`config.mk`:
```
export PLATFORM = sky130hd
export DESIGN_NAME = aes_cipher_core_ctrl
export DESIGN_NICKNAME = d
export VERILOG_FILES = /design/src/rtl/aes_cipher_core_ctrl.sv
export SDC_FILE = /design/constraint.sdc
export NUM_CORES = 1
export LEC_CHECK = 0
export BUFFER_PORTS_ARGS = -buffer_cell sky130_fd_sc_hd__buf_2
export CORE_AREA = 2 2 409 411
export CTS_CLUSTER_DIAMETER = 100
export DETAILED_ROUTE_END_ITERATION = 8
export DIE_AREA = 0 0 411 413
export SETUP_SLACK_MARGIN = 0.1
export SYNTH_ARGS = -nofsm -noshare
export SYNTH_HDL_FRONTEND = slang
export SYNTH_SLANG_ARGS = --single-unit
```
`constraint.sdc`:
```
create_clock -name clk_i -period 2.5 [get_ports clk_i]
set_clock_uncertainty 0.15 [all_clocks]
set_input_delay 0.125 -clock clk_i [delete_from_list [all_inputs] [get_ports clk_i]]
set_output_delay 0.125 -clock clk_i [all_outputs]
set_load 0.01 [all_outputs]
```
`src/rtl/aes_cipher_core_ctrl.sv`:
```
// AES-256 cipher-core initiator: takes a command (direction, key, block count),
// streams 128-bit blocks through the core and returns results on dout.
// Keeps the decryption key schedule cached across commands that share a key.
module aes_cipher_core_ctrl #(
  parameter int CNT_W = 16
) (
  input  logic             clk_i,
  input  logic             rst_ni,
  input  logic             cmd_valid_i,
  output logic             cmd_ready_o,
  input  logic             cmd_decrypt_i,
  input  logic [255:0]     cmd_key_i,
  input  logic [CNT_W-1:0] cmd_nblocks_i,
  input  logic             din_valid_i,
  output logic             din_ready_o,
  input  logic [127:0]     din_data_i,
  output logic             dout_valid_o,
  input  logic             dout_ready_i,
  output logic [127:0]     dout_data_o,
  output logic             busy_o,
  output logic             done_o,
  output logic             err_o,
  output logic             core_in_valid_o,
  input  logic             core_in_ready_i,
  input  logic             core_out_valid_i,
  output logic             core_out_ready_o,
  output logic [1:0]       core_op_o,
  output logic [2:0]       core_key_len_o,
  output logic             core_crypt_o,
  output logic             core_dec_key_gen_o,
  output logic             core_prng_reseed_o,
  output logic [127:0]     core_state_init_o,
  output logic [255:0]     core_key_init_o,
  input  logic [127:0]     core_state_i,
  input  logic             core_alert_i
);

  localparam logic [1:0] CIPH_FWD = 2'b01;
  localparam logic [1:0] CIPH_INV = 2'b10;

  typedef enum logic [2:0] {
    IDLE, KEYGEN_REQ, KEYGEN_WAIT, LOAD, BLK_REQ, BLK_WAIT, DRAIN, ERROR
  } state_e;

  state_e             state_reg, state_next;
  logic [255:0]       key_reg;
  logic               dir_reg;
  logic [CNT_W-1:0]   cnt_reg;
  logic               dec_key_ok_reg;
  logic [127:0]       blk_reg;
  logic [127:0]       dout_reg;
  logic               dout_valid_reg;
  logic               busy_reg;
  logic               done_reg;
  logic               err_reg;

  logic key_same;
  logic cmd_fire;
  logic din_fire;
  logic dout_fire;
  logic keygen_done;
  logic blk_out_fire;

  assign key_same     = (cmd_key_i == key_reg);
  assign cmd_fire     = cmd_valid_i && cmd_ready_o;
  assign din_fire     = din_valid_i && din_ready_o;
  assign dout_fire    = dout_valid_reg && dout_ready_i;
  assign keygen_done  = (state_reg == KEYGEN_WAIT) && core_out_valid_i;
  assign blk_out_fire = (state_reg == BLK_WAIT) && core_out_valid_i && core_out_ready_o;

  assign dout_valid_o       = dout_valid_reg;
  assign dout_data_o        = dout_reg;
  assign busy_o             = busy_reg;
  assign done_o             = done_reg;
  assign err_o              = err_reg;
  assign core_key_len_o     = 3'b100;
  assign core_prng_reseed_o = 1'b0;
  assign core_state_init_o  = blk_reg;
  assign core_key_init_o    = key_reg;

  // State register
  always_ff @(posedge clk_i or negedge rst_ni) begin
    if (!rst_ni) state_reg <= IDLE;
    else         state_reg <= state_next;
  end

  // Next-state logic and state-decoded handshake/control outputs
  always_comb begin
    state_next         = state_reg;
    cmd_ready_o        = 1'b0;
    din_ready_o        = 1'b0;
    core_in_valid_o    = 1'b0;
    core_out_ready_o   = 1'b0;
    core_crypt_o       = 1'b0;
    core_dec_key_gen_o = 1'b0;
    core_op_o          = CIPH_FWD;
    case (state_reg)
      IDLE: begin
        cmd_ready_o = !dout_valid_reg;
        if (cmd_valid_i && !dout_valid_reg) begin
          if (cmd_nblocks_i == '0)                              state_next = IDLE;
          else if (cmd_decrypt_i && !(dec_key_ok_reg && key_same)) state_next = KEYGEN_REQ;
          else                                                  state_next = LOAD;
        end
      end
      KEYGEN_REQ: begin
        // Key-schedule generation always runs the core in the forward direction
        core_in_valid_o    = 1'b1;
        core_dec_key_gen_o = 1'b1;
        if (core_in_ready_i) state_next = KEYGEN_WAIT;
      end
      KEYGEN_WAIT: begin
        core_out_ready_o = 1'b1;
        if (core_out_valid_i) state_next = LOAD;
      end
      LOAD: begin
        din_ready_o = 1'b1;
        if (din_valid_i) state_next = BLK_REQ;
      end
      BLK_REQ: begin
        core_in_valid_o = 1'b1;
        core_crypt_o    = 1'b1;
        core_op_o       = dir_reg ? CIPH_INV : CIPH_FWD;
        if (core_in_ready_i) state_next = BLK_WAIT;
      end
      BLK_WAIT: begin
        // Only pull a result when the single dout slot is free
        core_out_ready_o = !dout_valid_reg;
        if (core_out_valid_i && !dout_valid_reg)
          state_next = (cnt_reg == CNT_W'(1)) ? DRAIN : LOAD;
      end
      DRAIN: begin
        if (dout_valid_reg && dout_ready_i) state_next = IDLE;
      end
      ERROR:   state_next = ERROR;
      default: state_next = IDLE;
    endcase
    if (core_alert_i) state_next = ERROR;
  end

  // Command latch, block/result registers, counter, key-cache flag and status
  always_ff @(posedge clk_i or negedge rst_ni) begin
    if (!rst_ni) begin
      key_reg        <= '0;
      dir_reg        <= 1'b0;
      cnt_reg        <= '0;
      dec_key_ok_reg <= 1'b0;
      blk_reg        <= '0;
      dout_reg       <= '0;
      dout_valid_reg <= 1'b0;
      busy_reg       <= 1'b0;
      done_reg       <= 1'b0;
      err_reg        <= 1'b0;
    end else if (core_alert_i || state_reg == ERROR) begin
      // Fatal: drop everything in flight and stay quiet until reset
      err_reg        <= 1'b1;
      dec_key_ok_reg <= 1'b0;
      dout_valid_reg <= 1'b0;
      busy_reg       <= 1'b0;
      done_reg       <= 1'b0;
    end else begin
      done_reg <= 1'b0;
      if (cmd_fire) begin
        key_reg  <= cmd_key_i;
        dir_reg  <= cmd_decrypt_i;
        cnt_reg  <= cmd_nblocks_i;
        busy_reg <= (cmd_nblocks_i != '0);
        done_reg <= (cmd_nblocks_i == '0);
        if (!key_same) dec_key_ok_reg <= 1'b0;
      end
      if (keygen_done) dec_key_ok_reg <= 1'b1;
      if (din_fire)    blk_reg <= din_data_i;
      if (dout_fire)   dout_valid_reg <= 1'b0;
      if (blk_out_fire) begin
        dout_reg       <= core_state_i;
        dout_valid_reg <= 1'b1;
        cnt_reg        <= cnt_reg - CNT_W'(1);
      end
      if (state_reg == DRAIN && dout_fire) begin
        done_reg <= 1'b1;
        busy_reg <= 1'b0;
      end
    end
  end

endmodule

```
-- Word level (Yosys, flattened, before mapping)
Cells that the tools add are included.
- flip-flop bits (word level): 537
- input bits: 537
- output and inout port bits: 528
- word-level logic and storage cells: 93
- add/subtract/negate cells: 1
- equal/unequal tests: 17
- multiplexer cells: 35
- bitwise logic cells: 1
- reductions and logical operators: 28
- operators by type and width (cell ; number):
    256-bit equality test ; 1
    16-bit 2-to-1 mux ; 2
    3-bit 2-to-1 mux ; 9
    3-bit case mux with 8 select lines ; 1
    1-bit 2-to-1 mux ; 18
    3-bit inequality test (second input constant) ; 6
    16-bit by 1-bit equality test with 1-bit output (second input constant) ; 1
    16-bit zero test ; 1
    16-bit nonzero test ; 1
    16-bit by 1-bit subtractor with 16-bit output (second input constant) ; 1
    3-bit equality test (second input constant) ; 4
    1-bit logical AND ; 11
    2-bit AND reduction ; 5
    3-bit nonzero test ; 3
    2-bit 2-to-1 mux ; 4
    7-bit AND reduction ; 1
    3-bit by 2-bit equality test with 1-bit output (second input constant) ; 2
    3-bit by 1-bit equality test with 1-bit output (second input constant) ; 1
    3-bit zero test ; 1
    3-bit by 1-bit inequality test with 1-bit output (second input constant) ; 1
    3-bit by 2-bit inequality test with 1-bit output (second input constant) ; 1
    1-bit zero test ; 2
    1-bit case mux with 2 select lines ; 1
    2-bit nonzero test ; 1
    3 further kinds ; 3

-- Longest topological paths before layout
Gate-level depths: netlist of run 1.
- word-level depth: 9
- depth in mapped cells: 9
- mapped depth without buffers: 7

-- Worst setup path before layout of run 1
OpenSTA, ideal clock, no wires.
- path type: register to register
- start: register cnt_reg[4]
- end: register cnt_reg[13]
- library setup time: 0.121 ns
- arrival time: 1.794 ns
- data required time: 2.229 ns
- setup slack: 0.434 ns
- stages on the path, launching flop included: 7
- path buffers: 0
- period minus slack after synthesis: 2.066 ns
- path through: dfrtp_1 > or4_4 > nor4_4 > nand2_4 > nor3b_2 > a31oi_1 > o22a_1
- cells in the longest elaborated chain, start to end: 2
- RTL lines (what ; RTL line ; RTL):
    start: declaration ; 48 ; logic [CNT_W-1:0] cnt_reg;
    start signal: assignment ; 166 ; cnt_reg <= cmd_nblocks_i;
    start signal: assignment ; 177 ; cnt_reg <= cnt_reg - CNT_W'(1);
    16-bit by 1-bit subtractor with 16-bit output ; 177 ;
    16-bit 2-to-1 mux ; 174 ; if (blk_out_fire) begin
Every way passes these cells.
A chain may end at the register's enable or synchronous reset.

-- Worst setup path in the final report of run 1
- start: register key_reg[98] (netlist: core_key_init_o[98])
- end: register dec_key_ok_reg
- cells in the longest elaborated chain, start to end: 3
- RTL lines (what ; RTL line ; RTL):
    start: declaration ; 46 ; logic [255:0] key_reg;
    start signal: assignment ; 164 ; key_reg <= cmd_key_i;
    256-bit equality test ; 64 ; assign key_same = (cmd_key_i == key_reg);
    3-bit by 1-bit inequality test with 1-bit output (no line) ; -- ;
    2-bit AND reduction (no line) ; -- ;
    end signal: assignment ; 147 ; dec_key_ok_reg <= 1'b0;
    end signal: assignment ; 157 ; dec_key_ok_reg <= 1'b0;
    end signal: assignment ; 169 ; if (!key_same) dec_key_ok_reg <= 1'b0;
    end: declaration ; 49 ; logic dec_key_ok_reg;
Every way passes these cells.

==> metrics.md, run 1 <==
| Metric | Value |
|---|---|
| Critical path depth in cells | 8 |
| CTS max path bufs | 3 |
| Hold_ws | 60.5 ps |
| Die Wd | 411 um |
| R2R cell count | 8 |
| Metal3 WL | 16.6 mm |
| Static Leakage | 21.9 nW |
| Reg clk slew, reported paths | 60 ps |
| Wirelength per Cell | 23.1 um |
| Worst skew pair latency | 700 ps |
| Critical path endpoint category | flip-flop |
| Layout area overhead | 79.6% |
| Setup crit start | core_key_init_o[98]$_DFFE_PN0P_ |
| IO Pins | 1065 |
| Core ar. | 166000 sq um |
| Largest register FFs | 256 |
| Async SR Flop Fraction | 1.00 |
| Vias post-DR | 24400 |
| Layout cell share with drive strength beyond 1 | 0.473 |
| Site Rows | 150 |
| Final net count | 4350 |
| Most frequent cell after synthesis | dfrtp_1 |
| Drt drc | 0 |
| Worst reg2reg setup slack | 20 ps |
| CP Cell Sequence | xnor2_1 -> nand4_1 -> nor4_2 -> buf_4 -> nand4_1 -> nor3_1 -> nand4_1 -> a21oi_2 |
| Max FO, Critical Path | 3 |
| Root Driver | clkbuf_16 |
| Crit path top cell by count | nand4_1 |
| Post-synth top cells | 537 x dfrtp_1, 460 x mux2_2, 103 x xor2_1 |
| Metal-1 WL | 56.9 mm |
| End of the critical path | dec_key_ok_reg$_DFFE_PN0P_ |
| RR Endpoint | dec_key_ok_reg$_DFFE_PN0P_ |
| Worst Path Required | 2940 ps |
| Synth Flop Type | dfrtp_1 |
| Routed wl met2 | 62.2 mm |
| Die area | 170000 sq um |
| RSZ-0062 raised after global routing | yes |
| Dominant cells by area after synthesis | dfrtp_1 56%, mux2_2 21%, xor2_1 3.7%, nand2b_1 2.5%, xnor2_1 1.9% |
| Slowest CP cell | dfrtp_1 |
| Drt total wl | 141 mm |
| Worst min path class | primary input to flip-flop |
| GRT overflow | 0 |
| CP arrival | 2920 ps |
| Buffers on Ports | 1060 |
| Final period utilization | 0.992 |
| P per Cell Area | 708 nW/um^2 |
| Mean Syn Cell Area | 12.9 sq um |
| Total GRT Usage | 0.157 |
| Minimum clock period | 2480 ps |
| Vias in the first global route | 25000 |
| Sequential element share of the synthesized area | 0.556 |
| Clock sink total | 537 |
| Area of the mapped netlist | 24200 sq um |
| Max-capacitance violation count | 0 |
| Num CTS Buffers | 72 |
| Uppermost routed layer | met5 |
| Post-synth cell types | 63 |
| Synth Register Bits | 537 |
| Initial Util | 0.146 |
| Fillers | 17200 |
| Top delay family on crit path | simple AND/OR/NAND/NOR gates |
| Startpoint types | flip-flop |
| First-pass GRT wire length | 188 mm |
| Max Transition Viols Final | 0 |
| YS warnings | 0 |
| Synth top area share | 0.556 |
| Finish-stage setup viols | 0 |
| Kind of critical path | flip-flop to flip-flop |
| Overall Power | 0.0307 W |
| FMAX | 403 MHz |
| Post-route antenna net violation count | 0 |
| Max VDD drop | 705 uV |
| Buf/Inv on CP | 1 |
| Final HPWL DP | 109 mm |
| Post-synthesis instance total | 1868 |
| EDFF count, synth | 0 |
| Largest net degree at the start of global routing | 63 |
| Status | completed |
| Initial antenna violation count | 62 |
| Initial DRC Count | 1877 |
| Synth area leader | dfrtp_1 |
| Fin. Hold Viols | 0 |
| Max H-tree Level | 3 |
| 1st-pass router iterations | 5 |
| R2r startpoint | core_key_init_o[98]$_DFFE_PN0P_ |
| CP peak stage delay | 390 ps |
| CTS tree | yes |
| Die height | 413 um |
| Slew HR | 0.551 |
| Worst-Margin Slew | 673 ps |
| Vias per cell | 4.00 |
| Routability cong. | 0.946 |
-- per-layer routing --
metal,GRT usage,vias to the layer above
met1,0.196,12100
li1,-,10600
met3,0.0705,298
met2,0.237,1276
met4,0.0615,42
met5,0,-
-- cells by family after synthesis --
logic type,Yosys count,share of synthesized area
compound gates,163,0.0443
xor+xnor,156,0.0565
fa+ha+maj,2,0.00104
buf+inv,138,0.0249
flops,537,0.556
mux,480,0.224
other cells,2,0.000311
simple gates,390,0.0932
-- area by class of cell --
| cell class | count | area, sq um | share of cell area |
|---|---|---|---|
| clock inverter | 28 | 315 | 0.00727 |
| tap | 2204 | 2760 | 0.0635 |
| inverter | 62 | 233 | 0.00536 |
| antenna | 23 | 57.6 | 0.00133 |
| timing repair buffer | 1943 | 14100 | 0.324 |
| clock buffer | 101 | 2120 | 0.0489 |
| multi-input combinational | 1195 | 10400 | 0.240 |
| sequential | 537 | 13400 | 0.310 |
-- where the power goes --
part | switching (W) | total [W] | internal (W)
registers | 0.00117 | 0.0116 | 0.0104
logic | 0.00439 | 0.00843 | 0.00404
clock network | 0.00446 | 0.0108 | 0.00629
-- through the flow --
step           setup WS (ps)   util  setup TNS (ps)  cells  cell area, sq um
4_1_cts                -13.1  0.261           -13.1   6069             43300
2_1_floorplan            434      -               0   1870             24200
5_1_grt                 -148  0.261            -223   6078             43400
6_report                19.7  0.262               0   6093             43400
3_5_place_dp            -397  0.200            -666   5194             33200
3_3_place_gp            -421  0.200            -710   5194             33200
-- placed cells by master, fill, tap and decap left out, types with 60 or more instances in the layout --
| master | count |
|---|---|
| clkbuf_16 | 73 |
| xor2_1 | 103 |
| nand4_1 | 62 |
| dfrtp_1 | 532 |
| nand2b_1 | 98 |
| inv_1 | 61 |
| dlygate4sd3_1 | 739 |
| buf_2 | 1058 |
| mux2_2 | 460 |
| buf_4 | 123 |
| o21ai_0 | 60 |
-- tightest hold or removal path, stage by stage --
cell and delay [ps]:
dlygate4sd3_1 510, buf_2 100, mux2_2 130
-- worst min-delay path by stage --
stage                     start                                  to  slack (ps)  cells past startpoint
6_report       core_state_i[61]         dout_data_o[61]$_DFFE_PN0P_          60                      3
2_1_floorplan            rst_ni                  busy_o$_DFFE_PN0P_        -320                      0
3_5_place_dp             rst_ni    core_key_init_o[217]$_DFFE_PN0P_         0.7                      1
3_3_place_gp             rst_ni    core_key_init_o[217]$_DFFE_PN0P_          -8                      1
5_1_grt        core_state_i[61]         dout_data_o[61]$_DFFE_PN0P_          20                      3
4_1_cts         din_data_i[106]  core_state_init_o[106]$_DFFE_PN0P_         0.1                      3
-- repair_timing --
| action | CTS | global route |
|---|---|---|
| pin swaps | 15 | 8 |
| hold buffers | 740 | 0 |
| gates cloned | 0 | 0 |
| endpoints found under the setup margin | 159 | 45 |
| gates resized for setup | 32 | 13 |
| setup buffers | 6 | 1 |
| hold endpoints to repair | 1074 | 0 |
Power figures use the tool's default switching activity.
==> run 2: changes to the inputs <==
Settings changed: CORE_AREA 2 2 409 411 to 2 2 417 419, DIE_AREA 0 0 411 413 to 0 0 419 421.
Clock period 2.5 ns to 3.2 ns, I/O delays scaled along.
==> run 2 against run 1 <==
Worst setup slack better by 240 ps. Sequential share of layout area grew 2.1 points. Worst hold slack better by 36 ps. Via count shrank 5.6%. Maximum frequency down 16%. Combinational power is 22% lower. Die area is 3.9% higher. Total power down 21%.
==> metrics.md, run 2 (synthesized netlist as in run 1, its figures left out) <==
| Metric | Value |
|---|---|
| Vias in the first global route | 23900 (-4.6%) |
| Dpl ws | -374 ps (+22.9 ps) |
| Met1 usage | 0.196 (about the same) |
| Worst-Margin Slew | 841 ps (+168 ps) |
| Startpoint types | flip-flop |
| Placed Instances | 5232 (+0.73%) |
| Post-route antenna net violation count | 0 (unchanged) |
| Max H-tree Level | 3 (unchanged) |
| Design Area, Final | 40600 sq um (-6.4%) |
| Static Leakage | 20.6 nW (-6.1%) |
| Largest net degree at the start of global routing | 87 (+38%) |
| Slowest CP cell | nor4b_1 |
| Drt total wl | 148 mm (+4.8%) |
| First-pass GRT wire length | 198 mm (+5.4%) |
| Vias post-DR | 23000 (-5.6%) |
| Layout cell share with drive strength beyond 1 | 0.479 (+0.00631) |
| Root Driver | clkbuf_16 |
| RSZ-0062 raised after global routing | no |
| Kind of critical path | flip-flop to flip-flop |
| Non-Filler Instances | 5903 (-3.1%) |
| FMAX | 340 MHz (-16%) |
| Vias per cell | 3.89 (-2.6%) |
| Worst Path Required | 3620 ps (+680 ps) |
| Die height | 421 um (+1.9%) |
| Routability cong. | 1.02 (+8.1%) |
| DP Area | 32600 sq um (-1.6%) |
| CP arrival | 3360 ps (+440 ps) |
| Wirelength per Cell | 25.0 um (+8.2%) |
| Die Wd | 419 um (+1.9%) |
| Max Transition Viols Final | 0 (unchanged) |
| GRT Max-Usage Layer | met2 |
| Max FO, Critical Path | 3 (unchanged) |
| CTS tree | yes |
| Met3 usage | 0.0822 (+0.0117) |
| Most common cell after layout, fill and taps aside | buf_2 |
| Finish-stage setup viols | 0 (unchanged) |
| Fin. Hold Viols | 0 (unchanged) |
| Drt drc | 0 (unchanged) |
| Final WS setup | 259 ps (+239 ps) |
| CP Cell Sequence | xor2_1 -> nor4_1 -> nor4b_1 -> nand4_1 -> nor2_1 -> nand3_1 -> buf_4 -> o21ai_1 |
| Clock sink total | 537 (unchanged) |
| Total GRT Usage | 0.163 (+0.00502) |
| Initial DRC Count | 1697 (-9.6%) |
| P per Cell Area | 600 nW/um^2 (-15%) |
| Buffers on Ports | 1060 (unchanged) |
| IO Pins | 1065 (unchanged) |
| Largest register FFs | 256 (unchanged) |
| R2R cell count | 8 (unchanged) |
| Most frequent cells in the layout | 1059 x buf_2, 537 x dfrtp_1, 535 x dlygate4sd3_1 |
| Hold_ws | 96.5 ps (+36.0 ps) |
| Max-capacitance violation count | 0 (unchanged) |
| Die area | 176000 sq um (+3.9%) |
| Final HPWL DP | 122 mm (+12%) |
| GRT overflow | 0 (unchanged) |
| Reg clk slew, reported paths | 60 ps (about the same) |
| Worst reg2reg setup slack | 260 ps (+240 ps) |
| Fillers | 18500 (+7.3%) |
| Initial Util | 0.140 (-0.00555) |
| Num CTS Buffers | 71 (-1.4%) |
| Minimum clock period | 2940 ps (+461 ps) |
| Max VDD drop | 479 uV (-32%) |
| Critical path endpoint category | flip-flop |
| Slew HR | 0.434 (-0.117) |
| Final net count | 4056 (-6.8%) |
| CP peak stage delay | 640 ps (+250 ps) |
| Initial antenna violation count | 24 (-61%) |
| Status | completed |
| R2r startpoint | core_key_init_o[215]$_DFFE_PN0P_ |
| Layout area overhead | 68.1% |
| 1st-pass router iterations | 5 (unchanged) |
| CTS max path bufs | 3 (unchanged) |
| Worst min path class | primary input to async pin |
| Final period utilization | 0.919 (-0.0729) |
| Setup TNS | 0 ps (unchanged) |
| Site Rows | 153 (+2.0%) |
| Worst skew pair latency | 670 ps (-30 ps) |
| RR Endpoint | state_reg[1]$_DFFE_PN0P_ |
| Core ar. | 172000 sq um (+4.0%) |
| Met2 Use GR | 0.250 (+0.0132) |
run 2: cell count changes in the layout (fill, tap and decap cells not counted), sizes merged:
cell / previous run / this run
clkinvlp: 3 / 2
clkinv: 17 / 12
dlygate4sd3: 739 / 535
buf: 1204 / 1115
bufinv: 3 / 9
clkbuf: 101 / 97
diode: 23 / 9
run 2: worst max-delay path, delay by kind of cell, from the launching register on:
| family | cells | cell delay (ps) |
|---|---|---|
| AOI/OAI and AO/OA | 1 | 120 |
| and+or+nand+nor | 5 | 1750 |
| xor gates and xnor gates | 1 | 260 |
| buffers and inverters | 1 | 160 |
| DFF | 1 | 400 |
run 2: layout make-up:
cell class,instances,area [sq um],area share
antenna,9,22.5,0.000554
clock buffer,97,2050,0.0504
clock inverter,28,454,0.0112
inverter,62,233,0.00573
multi-input combinational,1195,10200,0.252
sequential,537,13400,0.331
tap,2325,2910,0.0716
timing repair buffer,1650,11300,0.278
run 2: where the power goes:
group / internal, W / leakage (nW) / switching, W
clock: 0.00524 / 1.22 / 0.00342
combinational: 0.00286 / 12.1 / 0.00371
sequential: 0.00811 / 7.24 / 0.00102
total: 0.0162 / 20.6 / 0.00816
run 2: per-layer routing:
metal / up-vias / routed length [um]
li1: 9998 / -
met1: 11700 / 57600
met4: 10 / 4550
met3: 222 / 19600
met5: - / 57
met2: 1029 / 65800
run 2: worst max path at each step:
stage,from,cells past startpoint,endpoint
global route,core_key_init_o[157]$_DFFE_PN0P_,8,state_reg[1]$_DFFE_PN0P_
finish,core_key_init_o[215]$_DFFE_PN0P_,8,state_reg[1]$_DFFE_PN0P_
global placement,core_key_init_o[187]$_DFFE_PN0P_,8,state_reg[1]$_DFFE_PN0P_
CTS,core_key_init_o[189]$_DFFE_PN0P_,8,state_reg[1]$_DFFE_PN0P_
floorplan,cnt_reg[4]$_DFFE_PN0P_,6,cnt_reg[13]$_DFFE_PN0P_
detailed placement,core_key_init_o[187]$_DFFE_PN0P_,8,state_reg[1]$_DFFE_PN0P_
run 2: timing repair:
action | CTS | global route
pin swaps | 2 | 6
resized for setup | 5 | 5
buffers inserted | 0 | 1
endpoints found under the setup margin | 2 | 2
hold buffers | 536 | 0
hold endpoints to repair | 1074 | 0
run 2: through the flow:
step	util	power, W
final	0.236	0.0244
after global routing	0.235	0.0254
after CTS	0.235	0.0245
after detailed placement	0.189	0.0151
after global placement	0.189	0.0150
after floorplan	-	0.0114
==> run 3: changes to the inputs <==
Settings changed: CAP_MARGIN from default to 15, PLACE_DENSITY from default to 0.35.
==> run 3 against run 2 <==
Worst setup slack worse by 130 ps. Clock power grew 2%. Routed wire length is 5.9% lower. Flip-flop and latch count unchanged. Global-route usage fell by 0.88 points. First-iteration DRC count shrank 24%. Register-to-register slack worse by 130 ps. Core utilization is 0.28 points higher. Critical endpoint unchanged. Worst hold slack worse by 6.0 ps.
==> metrics.md, run 3 (synthesized netlist as in run 1, its figures left out) <==
| Metric | Value |
|---|---|
| Status | completed |
| Total GRT Usage | 0.154 (-0.00876) |
| Critical path endpoint category | flip-flop |
| Max Transition Viols Final | 0 (unchanged) |
| Worst reg2reg setup slack | 130 ps (-130 ps) |
| Worst min path class | primary input to flip-flop |
| Initial Util | 0.140 (unchanged) |
| Vias per cell | 3.68 (-5.4%) |
| CTS max path bufs | 3 (unchanged) |
| Drt total wl | 139 mm (-5.9%) |
| FMAX | 325 MHz (-4.3%) |
| HP Start | core_state_i[58] |
| GRT overflow | 0 (unchanged) |
| IO Pins | 1065 (unchanged) |
| Max FO, Critical Path | 4 (+1) |
| Routability cong. | 0.900 (-12%) |
| Slew HR | 0.475 (+0.0407) |
| Die height | 421 um (unchanged) |
| Met2 Use GR | 0.259 (+0.00901) |
| Most frequent cells in the layout | 1059 x buf_2, 547 x dlygate4sd3_1, 537 x dfrtp_1 |
| Layout area overhead | 70.1% |
| Hold path depth | 3 |
| Top delay family on crit path | simple AND/OR/NAND/NOR gates |
| Worst skew pair latency | 670 ps (about the same) |
| Post-route antenna net violation count | 0 (unchanged) |
| Design Area, Final | 41100 sq um (+1.2%) |
| Max VDD drop | 372 uV (-22%) |
| Startpoint types | flip-flop |
| Reg clk slew, reported paths | 60 ps (about the same) |
| Max H-tree Level | 3 (unchanged) |
| Dpl ws | -671 ps (-297 ps) |
| Num CTS Buffers | 77 (+8.5%) |
| Buf/Inv on CP | 1 (unchanged) |
| CP Cell Sequence | nor2b_1 -> a2111o_1 -> nor4_1 -> buf_4 -> nand4_1 -> nor2_1 -> nand3_1 -> o21ai_2 |
| Final WS setup | 127 ps (-132 ps) |
| Met1 usage | 0.175 (-0.0213) |
| Max-capacitance violation count | 0 (unchanged) |
| RSZ-0062 raised after global routing | yes |
| Largest net degree at the start of global routing | 64 (-26%) |
| First-pass GRT wire length | 189 mm (-4.7%) |
| DP Area | 32900 sq um (+0.87%) |
| Worst Hold End | dout_data_o[58]$_DFFE_PN0P_ |
| CP peak stage delay | 700 ps (+60 ps) |
| Die Wd | 419 um (unchanged) |
| Slowest CP cell | nor4_1 |
| Finish-stage setup viols | 0 (unchanged) |
| Final net count | 4106 (+1.2%) |
| Vias post-DR | 21900 (-4.6%) |
| Static Leakage | 20.9 nW (+1.4%) |
| Buffers on Ports | 1060 (unchanged) |
| Initial DRC Count | 1287 (-24%) |
| Worst Path Required | 3650 ps (+30 ps) |
| Drt drc | 0 (unchanged) |
| Layout cell share with drive strength beyond 1 | 0.480 (+0.00100) |
| 1st-pass router iterations | 5 (unchanged) |
| Met3 usage | 0.0686 (-0.0136) |
| CTS tree | yes |
| Kind of critical path | flip-flop to flip-flop |
| Vias in the first global route | 23500 (-1.8%) |
| Fin. Hold Viols | 0 (unchanged) |
| Setup TNS | 0 ps (unchanged) |
| R2r startpoint | core_key_init_o[182]$_DFFE_PN0P_ |
| Core ar. | 172000 sq um (unchanged) |
| R2R cell count | 8 (unchanged) |
| Minimum clock period | 3070 ps (+132 ps) |
| Die area | 176000 sq um (unchanged) |
| Clock sink total | 537 (unchanged) |
| Largest register FFs | 256 (unchanged) |
| Wirelength per Cell | 23.3 um (-6.7%) |
| Non-Filler Instances | 5954 (+0.86%) |
| CP arrival | 3530 ps (+170 ps) |
| Final HPWL DP | 114 mm (-6.4%) |
| Root Driver | clkbuf_16 |
| Site Rows | 153 (unchanged) |
| Final period utilization | 0.960 (+0.0411) |
| Initial antenna violation count | 14 (-42%) |
| Worst-Margin Slew | 780 ps (-60.4 ps) |
| P per Cell Area | 584 nW/um^2 (-2.7%) |
| Placed Instances | 5264 (+0.61%) |
| GRT Max-Usage Layer | met2 |
| RR Endpoint | state_reg[1]$_DFFE_PN0P_ |
| Most common cell after layout, fill and taps aside | buf_2 |
==> run 3: cell count changes in the layout (fill, tap and decap cells not counted), sizes merged <==
| cell | change |
|---|---|
| clkinvlp | -1 |
| bufinv | -3 |
| clkbuf | +18 |
| buf | +32 |
| clkinv | -3 |
| diode | -4 |
| dlygate4sd3 | +12 |
==> run 3: worst register-to-register path, stage by stage, from the launching register on <==
cell and delay, ps:
dfrtp_1 430, nor2b_1 70, a2111o_1 430, nor4_1 700
buf_4 240, nand4_1 150, nor2_1 470, nand3_1 200
o21ai_2 170
==> run 3: per-layer routing <==
layer	vias to the layer above	routed length [um]
met5	-	66
met4	10	3720
met3	170	13800
met2	683	67900
met1	11000	53400
li1	10100	-
==> run 3: per-stage QoR <==
step / total power, W / utilization / hold slack (ps)
3_5_place_dp: 0.0147 / 0.191 / 61.1
2_1_floorplan: 0.0114 / - / -286
6_report: 0.0240 / 0.238 / 90.5
4_1_cts: 0.0245 / 0.238 / 7.73
5_1_grt: 0.0253 / 0.238 / 39.0
3_3_place_gp: 0.0146 / 0.191 / 64.9
==> run 3: timing repair <==
item | in CTS | in global routing
pin swaps | 7 | 5
buffers inserted | 1 | 0
setup endpoints to repair | 2 | 2
resized for setup | 12 | 3
hold endpoints to repair | 926 | 0
hold buffers | 548 | 0
==> run 3: where the power goes <==
group / internal, W / switching (W)
sequential: 0.00811 / 0.000789
combinational: 0.00298 / 0.00328
clock: 0.00528 / 0.00355
==> run 3: final cells by class <==
type	instances	area, sq um
antenna	5	12.5
tap	2325	2910
timing repair buffer	1694	11700
fill	18700	131000
clock buffer	115	2210
sequential	537	13400
multi-input combinational	1195	10300
inverter	62	233
clock inverter	21	344
==> run 3: worst max path at each step <==
stage / from / to / slack (ps) / cells after the start
after floorplan: cnt_reg[4]$_DFFE_PN0P_ / cnt_reg[13]$_DFFE_PN0P_ / 1130 / 6
after global placement: core_key_init_o[198]$_DFFE_PN0P_ / state_reg[1]$_DFFE_PN0P_ / -720 / 7
after detailed placement: core_key_init_o[192]$_DFFE_PN0P_ / state_reg[1]$_DFFE_PN0P_ / -670 / 8
after CTS: core_key_init_o[222]$_DFFE_PN0P_ / state_reg[1]$_DFFE_PN0P_ / 50 / 8
after global routing: core_key_init_o[222]$_DFFE_PN0P_ / state_reg[1]$_DFFE_PN0P_ / 60 / 8
final: core_key_init_o[182]$_DFFE_PN0P_ / state_reg[1]$_DFFE_PN0P_ / 130 / 8
